**src/rtl/ritc_train_controller.sv**
```systemverilog
// GLITCBUS-mapped RITC training sequencer (window 0x30-0x3F): TRAIN -> settle -> VCDL burst -> lock wait.
// Optional lock-wait timeout enabled by defining RITC_CTRL_TIMEOUT_EN.
module ritc_train_controller #(
`ifdef RITC_CTRL_TIMEOUT_EN
    parameter logic [23:0] TIMEOUT_CYCLES = 24'd1000000,
`endif
    parameter logic [15:0] SETTLE_DEFAULT = 16'd1000,
    parameter logic [7:0]  NPULSE_DEFAULT = 8'd16,
    parameter logic [7:0]  PERIOD_DEFAULT = 8'd8
) (
    input  logic        user_clk_i,
    input  logic        user_rst_n_i,
    input  logic        user_sel_i,
    input  logic [3:0]  user_addr_i,
    input  logic        user_wr_i,
    input  logic        user_rd_i,
    input  logic [31:0] user_dat_i,
    output logic [31:0] user_dat_o,
    input  logic [1:0]  lock_i,
    output logic [1:0]  train_o,
    output logic [1:0]  vcdl_o,
    output logic        busy_o,
    output logic        done_o
);

    typedef enum logic [2:0] {
        S_IDLE   = 3'd0,
        S_SETTLE = 3'd1,
        S_PULSE  = 3'd2,
        S_LOCKW  = 3'd3,
        S_DONE   = 3'd4,
        S_ERROR  = 3'd5
    } state_t;

`ifdef RITC_CTRL_TIMEOUT_EN
    localparam int unsigned CW = 24;
`else
    localparam int unsigned CW = 16;
`endif

    state_t          state, next_state;
    logic [1:0]      mask_r, s_mask;
    logic [15:0]     settle_r, s_settle;
    logic [7:0]      npulse_r, s_npulse;
    logic [7:0]      period_r, s_period;
    logic [CW-1:0]   cyc;
    logic [7:0]      pcnt, npc, per_eff;
    logic [15:0]     run_cnt;
    logic            done_r, cfg_err, tmo_err;
    logic            pulse, settle_last;
    logic            wr_ctrl, start_req, abort_req, start_ok;
    logic            unused_ok;

    assign wr_ctrl   = user_sel_i & user_wr_i & (user_addr_i == 4'h0);
    assign start_req = wr_ctrl & user_dat_i[0];
    assign abort_req = wr_ctrl & user_dat_i[1];
    assign start_ok  = start_req & ~abort_req & (state == S_IDLE);
    assign per_eff   = (s_period == 8'd0) ? 8'd1 : s_period;
    // A SETTLE value of 0 still yields one SETTLE cycle.
    assign settle_last = ({1'b0, cyc[15:0]} + 17'd1) >= {1'b0, s_settle};
    assign unused_ok = &{1'b0, user_rd_i, user_dat_i[31:16]};

    always_ff @(posedge user_clk_i or negedge user_rst_n_i) begin
        if (!user_rst_n_i) state <= S_IDLE;
        else               state <= next_state;
    end

    always_comb begin
        next_state = state;
        train_o    = '0;
        vcdl_o     = '0;
        busy_o     = 1'b0;
        pulse      = 1'b0;
        case (state)
            S_IDLE: begin
                if (start_ok && user_dat_i[3:2] != 2'b00) next_state = S_SETTLE;
            end
            S_SETTLE: begin
                busy_o  = 1'b1;
                train_o = s_mask;
                if (settle_last) next_state = (s_npulse == 8'd0) ? S_LOCKW : S_PULSE;
            end
            S_PULSE: begin
                busy_o  = 1'b1;
                train_o = s_mask;
                if (pcnt == 8'd0) begin
                    pulse  = 1'b1;
                    vcdl_o = s_mask;
                    if (({1'b0, npc} + 9'd1) >= {1'b0, s_npulse}) next_state = S_LOCKW;
                end
            end
            S_LOCKW: begin
                busy_o  = 1'b1;
                train_o = s_mask;
                if ((lock_i & s_mask) == s_mask) next_state = S_DONE;
`ifdef RITC_CTRL_TIMEOUT_EN
                else if (cyc == TIMEOUT_CYCLES - 24'd1) next_state = S_ERROR;
`endif
            end
            S_DONE:  next_state = S_IDLE;
            S_ERROR: next_state = S_IDLE;
            default: next_state = S_IDLE;
        endcase
        if (abort_req) next_state = S_IDLE;
    end

    // Counters restart on every state change so each state sees a fresh count.
    always_ff @(posedge user_clk_i or negedge user_rst_n_i) begin
        if (!user_rst_n_i) begin
            cyc  <= '0;
            pcnt <= '0;
            npc  <= '0;
        end else if (next_state != state) begin
            cyc  <= '0;
            pcnt <= '0;
            npc  <= '0;
        end else begin
            cyc  <= cyc + 1'b1;
            pcnt <= (pcnt >= per_eff - 8'd1) ? 8'd0 : pcnt + 8'd1;
            npc  <= npc + {7'd0, pulse};
        end
    end

    always_ff @(posedge user_clk_i or negedge user_rst_n_i) begin
        if (!user_rst_n_i) begin
            mask_r   <= 2'b11;
            settle_r <= SETTLE_DEFAULT;
            npulse_r <= NPULSE_DEFAULT;
            period_r <= PERIOD_DEFAULT;
            s_mask   <= 2'b11;
            s_settle <= SETTLE_DEFAULT;
            s_npulse <= NPULSE_DEFAULT;
            s_period <= PERIOD_DEFAULT;
            run_cnt  <= '0;
            done_r   <= 1'b0;
            cfg_err  <= 1'b0;
            tmo_err  <= 1'b0;
        end else begin
            if (user_sel_i && user_wr_i) begin
                case (user_addr_i)
                    4'h0: mask_r <= user_dat_i[3:2];
                    4'h2: settle_r <= user_dat_i[15:0];
                    4'h3: begin
                        npulse_r <= user_dat_i[7:0];
                        period_r <= user_dat_i[15:8];
                    end
                    default: ;
                endcase
            end
            if (start_ok) begin
                s_mask   <= user_dat_i[3:2];
                s_settle <= settle_r;
                s_npulse <= npulse_r;
                s_period <= period_r;
                done_r   <= 1'b0;
                tmo_err  <= 1'b0;
                cfg_err  <= (user_dat_i[3:2] == 2'b00);
            end
            if (state == S_LOCKW && next_state == S_DONE) begin
                done_r  <= 1'b1;
                run_cnt <= run_cnt + 16'd1;
            end
            if (next_state == S_ERROR) tmo_err <= 1'b1;
            if (abort_req) done_r <= 1'b0;
        end
    end

    assign done_o = done_r;

    always_comb begin
        user_dat_o = '0;
        case (user_addr_i)
            4'h0: user_dat_o[3:2] = mask_r;
            4'h1: begin
                user_dat_o[2:0]   = state;
                user_dat_o[3]     = busy_o;
                user_dat_o[4]     = done_r;
`ifdef RITC_CTRL_TIMEOUT_EN
                user_dat_o[5]     = tmo_err;
`endif
                user_dat_o[6]     = cfg_err;
                user_dat_o[9:8]   = lock_i;
                user_dat_o[31:16] = run_cnt;
            end
            4'h2: user_dat_o[15:0] = settle_r;
            4'h3: user_dat_o[15:0] = {period_r, npulse_r};
            default: user_dat_o = '0;
        endcase
    end

`ifndef RITC_CTRL_TIMEOUT_EN
    logic unused_tmo;
    assign unused_tmo = tmo_err;
`endif

endmodule

```
**config.mk**
```make
export PLATFORM = sky130hd
export DESIGN_NAME = ritc_train_controller
export DESIGN_NICKNAME = d
export VERILOG_FILES = /design/src/rtl/ritc_train_controller.sv
export SDC_FILE = /design/constraint.sdc
export NUM_CORES = 1
export LEC_CHECK = 0
export ABC_AREA = 0
export BUFFER_PORTS_ARGS = -buffer_cell sky130_fd_sc_hd__buf_2
export CAP_MARGIN = 40
export CORE_MARGIN = 2
export CORE_UTILIZATION = 30
export CTS_CLUSTER_DIAMETER = 150
export DETAILED_ROUTE_END_ITERATION = 8
export GPL_TIMING_DRIVEN = 0
export HOLD_SLACK_MARGIN = 0.1
export PLACE_DENSITY_LB_ADDON = 0.3
export SYNTH_ARGS = -nofsm -noshare
export SYNTH_HDL_FRONTEND = slang
export SYNTH_SLANG_ARGS = --single-unit
export TNS_END_PERCENT = 30
```
**constraint.sdc**
```tcl
create_clock -name user_clk_i -period 2.7 [get_ports user_clk_i]
set_input_delay 0.135 -clock user_clk_i [delete_from_list [all_inputs] [get_ports user_clk_i]]
set_output_delay 0.135 -clock user_clk_i [all_outputs]
set_load 0.02 [all_outputs]
```
==> results of run 1 <==
routing by layer:
layer / vias to the layer above / track usage (%) / share of wire [%]
li1: 2380 / - / -
met1: 2503 / 21.1 / 48
met2: 139 / 22.1 / 45
met3: 28 / 3.24 / 5.4
met4: 0 / 5.29 / 2.0
met5: - / 0 / 0
layout make-up:
type / instances / area share (%)
multi-input cells: 421 / 42.7
flip-flops and latches: 121 / 35.6
repair buffers: 102 / 8.01
clock buffers: 24 / 5.85
well taps: 280 / 4.08
plain buffers: 23 / 1.58
inverters: 31 / 1.36
clock inverters: 8 / 0.817
flip-flops by register name, indices dropped and copies added, names as in the netlist, 16 cells and up:
register and count:
s_settle 16, cyc 16, run_cnt 16, settle_r 16
cell usage in the layout (no fill, tap or decap), types with 4 or more instances in the layout:
| cell | synthesis | routed |
|---|---|---|
| nor4_1 | 11 | 4 |
| dfrtp_1 | 101 | 101 |
| a22oi_1 | 6 | 6 |
| xnor2_2 | 0 | 4 |
| nor3b_1 | 18 | 17 |
| ha_1 | 40 | 38 |
| nand4_1 | 11 | 11 |
| dlygate4sd3_1 | 0 | 16 |
| clkbuf_8 | 0 | 5 |
| dfstp_2 | 20 | 20 |
| inv_1 | 31 | 30 |
| a21o_1 | 7 | 7 |
| clkinv_2 | 0 | 5 |
| nor3_1 | 13 | 11 |
| mux2i_1 | 8 | 8 |
| buf_6 | 2 | 5 |
| a21oi_1 | 10 | 7 |
| xnor2_1 | 36 | 32 |
| clkbuf_16 | 0 | 17 |
| mux2_2 | 76 | 76 |
| and2_1 | 7 | 7 |
| xor2_1 | 16 | 15 |
| nand3_1 | 30 | 28 |
| nand2_1 | 24 | 23 |
| buf_4 | 1 | 23 |
| nor3_2 | 4 | 4 |
| clkbuf_1 | 10 | 12 |
| buf_2 | 8 | 66 |
| nor4_2 | 1 | 5 |
| and3_1 | 29 | 29 |
| nor2_1 | 29 | 28 |
final timing paths:
check,to,cells past startpoint,from
worst max-delay path,pcnt[1],14,cyc[0]
worst min-delay path,s_settle[14],2,user_rst_n_i
worst max register to register,pcnt[1],14,cyc[0]
worst min register to register,run_cnt[15],1,run_cnt[15]
max in group asynchronous,mask_r[1],3,user_rst_n_i
min in group user_clk_i,settle_r[2],4,user_wr_i
cells in the mapped netlist (2+ instances only):
master	number	area share, %
nand2_1	24	1.3
a31oi_1	2	0.19
a21o_1	7	0.78
xor2_1	16	2.1
nand2b_1	3	0.28
a21oi_1	10	0.74
o22a_1	2	0.26
buf_6	2	0.34
nor3_2	4	0.60
o21a_1	2	0.22
ha_1	40	7.4
mux2i_1	8	1.2
and3_1	29	2.7
xnor2_1	36	4.7
nor3_1	13	0.97
nand4_1	11	1.0
dfstp_2	20	7.8
nor3b_1	18	2.0
buf_1	2	0.11
and2_1	7	0.65
inv_1	31	1.7
o211ai_1	2	0.22
buf_2	8	0.60
nor4_1	11	1.0
clkbuf_1	10	0.56
nor2b_1	3	0.28
nand3_1	30	2.2
a211oi_1	3	0.34
nor4b_1	2	0.26
and4_1	2	0.26
mux2_2	76	13
dfrtp_1	101	38
a22oi_1	6	0.67
mux4_2	2	0.67
o21ai_0	5	0.37
nor2_1	29	1.6
through the flow:
step	hold WS, ns	util (%)
finish	0.152	39.2
global route	0.173	39.2
CTS	0.161	38.4
detailed placement	0.0413	34.0
global placement	0.386	33.8
floorplan	-0.161	-
timing repair:
action	4_1_cts	5_1_grt
gates cloned	1	0
hold buffers	16	0
endpoints found under the setup margin	34	34
setup buffers	14	10
pin swaps	12	16
hold endpoints to repair	136	0
gates resized for setup	24	20
report_power, final:
group          internal (mW)  switching [mW]  leakage (nW)
Sequential              2.07           0.238          1.57
Clock                   1.38           0.804         0.282
Combinational          0.983            1.27          2.18
Total                   4.43            2.31          4.03
cells by family (layout without fill, tap and decap cells):
logic type / Yosys count / in the layout / share of synthesized area, %
AO/OA/AOI/OAI: 52 / 52 / 6.35
XOR/XNOR: 52 / 52 / 6.78
adder cells (fa/ha/maj): 40 / 40 / 7.45
buffers and inverters: 54 / 188 / 3.45
flip-flops: 121 / 121 / 45.4
multiplexers: 86 / 86 / 14.6
AND/OR/NAND/NOR: 191 / 191 / 15.9
==> metrics.md, run 1 <==
| Metric | Value |
|---|---|
| Status | finished with violations |
| Failing checks | setup timing |
| Setup WS pre-CTS | -0.854 ns |
| Nets | 800 |
| Worst vdd ir | just over 0.0005 V |
| Top delay family on crit path | simple AND/OR/NAND/NOR gates |
| Leak | 4.03 nW |
| Fraction of layout cells with a size suffix above 1 | between 30% and 40% |
| Cells along the critical path | ha_4 > inv_2 > nor3_4 > nand3_2 > xnor2_2 > ha_1 > and4_1 > nand4_1 > nor2_2 > a211oi_4 > a221oi_4 > buf_6 > buf_4 > nor4b_2 |
| Num Clock Sinks | 121 |
| Synth Flop Type | dfrtp_1 |
| HPWL after DPL | approximately 12,000 um |
| Vias in the first global route | roughly 5,000 |
| # fillers | 2,160 |
| Post-synthesis register bit count | about 120 |
| Routed wire length | approximately 17,000 um |
| Htree depth | 4 |
| Flop2flop setup slack | -0.43 ns |
| Vias | approximately 5,100 |
| Post-Syn Nets | 679 |
| Global Route Usage Sum | about 15% |
| Core Region | 0.0219 mm2 |
| Crit-path slowest cell | dfrtp_1 |
| WP data required | 3.03 ns |
| Syn Std Cell Area | approximately 0.0067 mm2 |
| CP Data Arrival Time | 3.46 ns |
| Initial DRC count | approximately 280 |
| TritonCTS buffer count | 17 |
| DRT antenna net count | 0 |
| Area occupied by multi-input gates | approximately 0.0037 mm2 |
| WL/cell | approximately 17 um |
| Syn avg cell area | around 11 um2 |
| Library cells used by synthesis | 55 |
| Crit-path max FO | 5 |
| Sequential Area | 0.00305 mm2 |
| Register area share after synthesis | a little under half |
| TritonCTS clock tree | built |
| Final setup vio count | 34 |
| Hold Crit Class | in -> async |
| Power consumption | 6.74 mW |
| Relative slew slack | 42.7% |
| DRC errors left | 0 |
| Count of buffers from port buffering | 61 |
| Die W | 154 um |
| Die Height | 154 um |
| Final hold violations | 0 |
| Gpl congestion | around 0.8 |
| Initial antenna violation count | 0 |
| DRT Pass-1 Iters | 4 |
| Max Cap Violations | 0 |
| Synthesis Warnings | 0 |
| Layout Skew | between 0.01 and 0.015 ns |
| Placed cell count | approximately 940 |
| Crit Path Class | reg -> reg |
| CTS max path bufs | 2 |
| Root buffer cell | clkbuf_16 |
| Slowest stage delay, CP | between 0.4 and 0.5 ns |
| Initial Util | 30.7% |
| Total congestion overflow | 0 |
| Layout area overhead | 27.7% |
| Crit start category | flip-flop |
| DP Area | approximately 0.0074 mm2 |
| CP Buf/Inv Count | 3 |
| Die Area | approximately 0.024 mm2 |
| Antenna cell count | 0 |
| Worst Max-Slew Pin Slew | approximately 0.85 ns |
| Slew Limit Fails | 0 |
| Largest net degree at the start of global routing | a little over 90 |
| CTS clock-pin slew for the worst setup and hold paths | 0.06 ns |
| Max Clk Rate | roughly 320 MHz |
| Num ports | between 80 and 90 |
| First-pass GRT wire length | between 20,000 and 30,000 um |
| Pwr dens | roughly 790 mW/mm2 |
| Post-synthesis cell count | between 500 and 600 |
| Post-synth ARST share | 100% |
| Crit. End Element | flip-flop |
| Fin crit period | 3.13 ns |
| Crit share post-route | 116% |
| Final WS setup | -0.430 ns |
| RSZ-0062 raised after global routing | yes |
| Clk_lat worst skew | 0.42 ns |
| Rows | 54 |
| Final setup TNS | -12.41 ns |
| Fin cells | between 1,000 and 1,500 |
| Fin area | approximately 0.0086 mm2 |
| Vias per cell | 5.00 |
| Post-synth EDFFs | 0 |
No activity file was read; power rests on OpenSTA's default activity.
==> run 2: changes to the inputs <==
MAX_ROUTING_LAYER = met4   (was unset)
REMOVE_ABC_BUFFERS = 1   (was unset)
==> run 2 against run 1 <==
  * The flow still finishes with violations (setup timing)
  * Combinational power grew 5%
  * Count of clock-buffer cells in the layout shrank 3
  * Sequential cell count is the same
  * First-iteration DRC count grew 23%
  * Routed wire length shrank 6.0%
  * Fmax grew 1.1%
  * Worst setup slack gained 0.034 ns
  * Non-clock buffer count shrank 12
  * Highest routed layer unchanged
==> metrics.md, run 2 (synthesized netlist as in run 1, its figures left out) <==
| Metric | Value |
|---|---|
| Status | finished with violations |
| Failing checks | setup timing |
| Crit Path Class | reg -> reg |
| Fin crit period | 3.10 ns (-0.0337 ns) |
| Max Cap Violations | 0 (unchanged) |
| Int Power | 4.71 mW (+6.2%) |
| Crit-path max FO | 4 (-1) |
| Fraction of layout cells with a size suffix above 1 | 38.1% (+0.95 points) |
| Global Route Usage Sum | 14.5% (-0.28 points) |
| HPWL after DPL | 11,000 um (-8.5%) |
| Core Region | 0.0219 mm2 (unchanged) |
| DRT Pass-1 Iters | 5 (+1) |
| Commonest non-fill, non-tap cell in the layout | dfrtp_1 |
| Sequential Area | 0.00305 mm2 (about the same) |
| Hold Crit Class | in -> async |
| Total congestion overflow | 0 (unchanged) |
| Area occupied by multi-input gates | 0.00369 mm2 (+0.58%) |
| Crit-path slowest cell | dfrtp_2 |
| Vias in the first global route | 5,066 (+1.6%) |
| Vias | 4,849 (-4.0%) |
| Part of the power in registers | 33.5% (-0.8 points) |
| Nets | 788 (-1.5%) |
| Sw frac | 32.3% (-2.0 points) |
| Num ports | 81 (unchanged) |
| Worst vdd ir | 0.000637 V (+23%) |
| Antenna cell count | 0 (unchanged) |
| Slowest stage delay, CP | 0.41 ns (about the same) |
| Pwr dens | 804 mW/mm2 (+2.2%) |
| Final WS setup | -0.396 ns (+0.0337 ns) |
| Relative slew slack | 36.2% (-6.5 points) |
| Setup WS pre-CTS | -1.12 ns (-0.268 ns) |
| Routed wire length | 16,000 um (-6.0%) |
| CTS max path bufs | 2 (unchanged) |
| Root buffer cell | clkbuf_16 |
| CP Buf/Inv Count | 3 (unchanged) |
| Layout area overhead | 28.7% |
| Layout Skew | 0.0103 ns (-0.00128 ns) |
| TritonCTS clock tree | built |
| Count of buffers from port buffering | 63 (+3.3%) |
| CP Data Arrival Time | 3.41 ns (-0.05 ns) |
| Worst Max-Slew Pin Slew | 0.952 ns (+0.0971 ns) |
| Crit. End Element | flip-flop |
| DRT antenna net count | 0 (unchanged) |
| Crit share post-route | 115% (-1.2 points) |
| DRC errors left | 0 (unchanged) |
| Die Height | 154 um (unchanged) |
| # fillers | 2,155 (-0.23%) |
| Htree depth | 4 (unchanged) |
| WP data required | 3.01 ns (-0.02 ns) |
| P_sw | 2.24 mW (-2.9%) |
| Crit start category | flip-flop |
| Die W | 154 um (unchanged) |
| Slew Limit Fails | 0 (unchanged) |
| Initial antenna violation count | 0 (unchanged) |
| Gpl congestion | 0.798 (+0.39%) |
| Final setup vio count | 34 (unchanged) |
| WL/cell | 16.0 um (-4.8%) |
| Vias per cell | 4.86 (-2.7%) |
| Rows | 54 (unchanged) |
| Initial Util | 30.7% (unchanged) |
| CTS clock-pin slew for the worst setup and hold paths | 0.05 ns (about the same) |
| TritonCTS buffer count | 17 (unchanged) |
| Final hold violations | 0 (unchanged) |
| Clk_lat worst skew | 0.42 ns (about the same) |
| Comb power frac | 34.0% (+0.6 points) |
| Die Area | 0.0236 mm2 (unchanged) |
| Clock Power Share | 32.5% (about the same) |
| First-pass GRT wire length | 26,500 um (-2.8%) |
| RSZ-0062 raised after global routing | yes |
| Initial DRC count | 344 (+23%) |
| Max Clk Rate | 323 MHz (+1.1%) |
| Top delay family on crit path | compound AO/OA/AOI/OAI gates |
| Cells along the critical path | ha_4 > inv_1 > nor3_4 > nand3_2 > xnor2_2 > ha_1 > a211oi_1 > a31oi_1 > a211oi_4 > a221oi_4 > buf_12 > buf_4 > nor4_1 |
| Largest net degree at the start of global routing | 87 (-5.4%) |
| Final setup TNS | -10.61 ns (+1.80 ns) |
| Commonest cells after routing, fill and taps aside | dfrtp_1, mux2_2, buf_2 |
| Num Clock Sinks | 121 (unchanged) |
| Leak | 4.08 nW (+1.2%) |
## run 2: path summary, 6_finish.rpt
kind | start | to | slack [ns] | cells past startpoint
setup reg to reg | cyc[0] | pcnt[7] | -0.40 | 13
setup / recovery | cyc[0] | pcnt[7] | -0.40 | 13
min in group user_clk_i | user_dat_i[1] | state[2] | 0.23 | 2
hold / removal | user_rst_n_i | run_cnt[0] | 0.19 | 2
hold reg to reg | run_cnt[15] | run_cnt[15] | 0.48 | 1
max in group asynchronous | user_rst_n_i | s_settle[5] | 1.74 | 3
## run 2: worst reg2reg max path: stages (launching register included)
cell and delay, ns:
dfrtp_2 0.41, ha_4 0.16, inv_1 0.07, nor3_4 0.28
nand3_2 0.13, xnor2_2 0.15, ha_1 0.31, a211oi_1 0.26
a31oi_1 0.20, a211oi_4 0.34, a221oi_4 0.13, buf_12 0.16
buf_4 0.15, nor4_1 0.26
## run 2: final cells by class
cell class	instances	area share (%)
flip-flops and latches	121	35.3
well taps	280	4.05
multi-input cells	421	42.6
clock inverters	10	1.45
clock buffers	21	5.32
repair buffers	113	9.90
inverters	31	1.35
## run 2: metrics by stage
step | cells | hold WS (ns) | util, % | instance area (um2) | total power [mW]
detailed placement | 922 | 0.0578 | 33.9 | 7420 | 4.08
global placement | 916 | 0.384 | 33.2 | 7270 | 3.92
CTS | 989 | 0.186 | 38.7 | 8480 | 6.84
floorplan | 573 | -0.161 | - | 6600 | 3.40
finish | 997 | 0.194 | 39.5 | 8650 | 6.95
global route | 997 | 0.211 | 39.5 | 8650 | 7.35
## run 2: repair_timing
action | CTS | global route
cloned | 1 | 0
gates resized for setup | 28 | 18
pin swaps | 21 | 16
endpoints found under the hold margin | 143 | 0
endpoints found under the setup margin | 34 | 34
setup buffers | 19 | 9
hold buffers | 16 | 0
## run 2: power groups by stage
stage | Combinational [mW] | Clock [mW] | Sequential, mW
after detailed placement | 1.73 | 0 | 2.36
after global routing | 2.59 | 2.40 | 2.36
after floorplan | 1.12 | 0 | 2.28
final | 2.37 | 2.26 | 2.33
after global placement | 1.56 | 0 | 2.36
after CTS | 2.20 | 2.31 | 2.32
## run 2: per-layer routing
layer / vias to the layer above / global-route usage, % / share of wire [%]
met5: - / - / 0
met4: 0 / 4.67 / 1.7
met3: 18 / 3.16 / 4.1
met2: 94 / 21.3 / 45
met1: 2393 / 19.9 / 49
li1: 2344 / - / -
==> run 3: changes to the inputs <==
--- a/config.mk
+++ b/config.mk
@@ -17,7 +17,6 @@
 export MAX_ROUTING_LAYER = met4
 export PLACE_DENSITY_LB_ADDON = 0.3
-export REMOVE_ABC_BUFFERS = 1
 export SYNTH_ARGS = -nofsm -noshare
 export SYNTH_HDL_FRONTEND = slang
 export SYNTH_SLANG_ARGS = --single-unit
-export TNS_END_PERCENT = 30
+export TNS_END_PERCENT = 1
==> constraint.sdc (replaced) <==
create_clock -name user_clk_i -period 2.7 [get_ports user_clk_i]
set_input_delay 0.54 -clock user_clk_i [delete_from_list [all_inputs] [get_ports user_clk_i]]
set_output_delay 0.54 -clock user_clk_i [all_outputs]
set_load 0.02 [all_outputs]
==> run 3 against run 2 <==
  * The flow still finishes with violations (setup timing)
  * Worst setup slack lost 0.13 ns
  * Register-to-register slack lost 0.13 ns
  * Hold slack lost 0.056 ns
  * Cell area shrank 0.58%
  * Clock power grew 19%
  * Final cell count shrank 0.20%
  * Non-clock buffer count shrank 3
  * Core utilization shrank 0.23 points
  * Sequential power is essentially flat
  * Critical path type unchanged
  * Largest cell class unchanged
  * Largest power group is now clock
==> metrics.md, run 3 (synthesized netlist as in run 1, its figures left out) <==
| Metric | Value |
|---|---|
| Commonest cells after routing, fill and taps aside | dfrtp_1, mux2_2, buf_2 |
| Setup WS pre-CTS | -0.868 ns (+0.254 ns) |
| Max Clk Rate | 310 MHz (-4.0%) |
| Relative slew slack | 44.5% (+8.3 points) |
| Cells along the critical path | buf_4 > nand2_1 > nor3_4 > buf_4 > nand2_1 > xnor2_1 > ha_1 > and4_1 > nand4_1 > nor2_2 > a211oi_4 > buf_4 > o211ai_1 > buf_4 > nor4_4 |
| Fin area | 0.00860 mm2 (-0.58%) |
| Flop2flop setup slack | -0.53 ns (-0.13 ns) |
| Count of buffers from port buffering | 61 (-3.2%) |
| Antenna cell count | 0 (unchanged) |
| Final setup vio count | 34 (unchanged) |
| WP data required | 3.02 ns (about the same) |
| Num Clock Sinks | 121 (unchanged) |
| Rows | 54 (unchanged) |
| Gpl congestion | 0.808 (+1.2%) |
| Top cell by count, worst path | buf_4 |
| Total congestion overflow | 0 (unchanged) |
| Vias in the first global route | 4,837 (-4.5%) |
| Leak | 4.04 nW (-0.84%) |
| Fin crit period | 3.23 ns (+0.129 ns) |
| TritonCTS buffer count | 17 (unchanged) |
| Pwr dens | 873 mW/mm2 (+8.6%) |
| Post-CTS Hold Buffers | 0 (-16) |
| Final setup TNS | -13.79 ns (-3.19 ns) |
| Die W | 154 um (unchanged) |
| Crit share post-route | 119% (+4.8 points) |
| Fraction of layout cells with a size suffix above 1 | 39.2% (+1.1 points) |
| Hold Crit Class | in -> async |
| Routed wire length | 17,400 um (+8.8%) |
| RSZ-0062 raised after global routing | yes |
| Crit Reg-Reg Endpoint | pcnt[7] |
| Vias | 4,924 (+1.5%) |
| Fin cells | 995 (-0.20%) |
| Worst hold margin | 0.138 ns (-0.0560 ns) |
| Initial antenna violation count | 0 (unchanged) |
| Layout Skew | 0.0101 ns (-0.000200 ns) |
| Commonest non-fill, non-tap cell in the layout | dfrtp_1 |
| Worst Max-Slew Pin Slew | 0.833 ns (-0.119 ns) |
| R2R Path Start | cyc[0] |
| Layout area overhead | 28.0% |
| Slowest stage delay, CP | 0.41 ns (about the same) |
| Vias per cell | 4.95 (+1.8%) |
| HPWL after DPL | 12,100 um (+9.7%) |
| Final hold violations | 0 (unchanged) |
| Die Area | 0.0236 mm2 (unchanged) |
| Worst vdd ir | 0.000487 V (-24%) |
| Htree depth | 4 (unchanged) |
| Max Cap Violations | 0 (unchanged) |
| Reg2Reg Depth | 15 (+2) |
| DRT antenna net count | 0 (unchanged) |
| DRT Pass-1 Iters | 4 (-1) |
| Root buffer cell | clkbuf_16 |
| Crit Path Class | reg -> reg |
| First-pass GRT wire length | 27,200 um (+2.5%) |
| Failing checks | setup timing |
| Global Route Usage Sum | 15.3% (+0.81 points) |
| Initial Util | 30.7% (unchanged) |
| Die Height | 154 um (unchanged) |
| Placed cell count | 939 (+1.8%) |
| Final WS setup | -0.525 ns (-0.129 ns) |
| CTS clock-pin slew for the worst setup and hold paths | 0.06 ns (about the same) |
| DP Area | 0.00743 mm2 (about the same) |
| WL/cell | 17.5 um (+9.0%) |
| TritonCTS clock tree | built |
| Nets | 785 (-0.38%) |
| Status | finished with violations |
| Crit-path slowest cell | dfrtp_1 |
| Initial DRC count | 249 (-28%) |
| CTS max path bufs | 2 (unchanged) |
| Crit-path max FO | 4 (unchanged) |
| DRC errors left | 0 (unchanged) |
| Num ports | 81 (unchanged) |
| CP Data Arrival Time | 3.55 ns (+0.14 ns) |
| Crit start category | flip-flop |
| Slew Limit Fails | 0 (unchanged) |
| Core Region | 0.0219 mm2 (unchanged) |
| Final core occ | 39.3% (-0.23 points) |
| Power consumption | 7.51 mW (+8.0%) |
| CP startpoint | cyc[0] |
| Largest net degree at the start of global routing | 70 (-20%) |
| Clk_lat worst skew | 0.42 ns (about the same) |
| Crit. End Element | flip-flop |
[run 3: cell count changes in the layout (fill, tap and decap cells not counted), moves of 3 or more]
| cell | delta |
|---|---|
| buf_2 | +4 |
| clkbuf_1 | +8 |
| buf_8 | -3 |
| bufinv_16 | +4 |
| buf_6 | +3 |
| clkinv_2 | -3 |
| buf_16 | -3 |
| dlygate4sd3_1 | -16 |
[run 3: worst max path at each step]
stage          slack [ns]       to
3_3_place_gp        -0.84  pcnt[1]
6_report            -0.53  pcnt[7]
5_1_grt             -0.65  pcnt[7]
3_5_place_dp        -0.87   npc[5]
2_1_floorplan       -0.20  pcnt[1]
4_1_cts             -0.41  pcnt[3]
[run 3: final cells by class]
type	count	area [um2]
fillers	2174	13300
multi-input cells	421	3690
flip-flops and latches	121	3050
repair buffers	87	547
clock buffers	19	443
well taps	280	350
clock inverters	13	246
plain buffers	23	148
inverters	31	116
[run 3: metal layers]
metal | routed length, um | global-route usage (%) | up-vias
li1 | - | - | 2346
met2 | 7590 | 21.7 | 97
met5 | 0 | - | -
met3 | 532 | 2.96 | 23
met4 | 309 | 5.46 | 0
met1 | 8970 | 21.7 | 2458
[run 3: timing repair]
action,4_1_cts,5_1_grt
cloned,1,0
endpoints found under the hold margin,0,0
pin swaps,12,27
setup buffers,16,8
gates resized for setup,26,33
setup endpoints to repair,35,54
[run 3: critical path: cells and delay by family (launching register included)]
family / cells / cell delay [ns]
compound gates: 2 / 0.46
xor+xnor: 1 / 0.20
fa+ha+maj: 1 / 0.30
buf+inv: 4 / 0.67
flops: 1 / 0.41
simple gates: 7 / 1.10
[run 3: power breakdown]
group,total [mW],internal (mW),switching (mW)
registers,2.31,2.07,0.240
logic,2.51,1.16,1.35
clock network,2.69,1.84,0.845
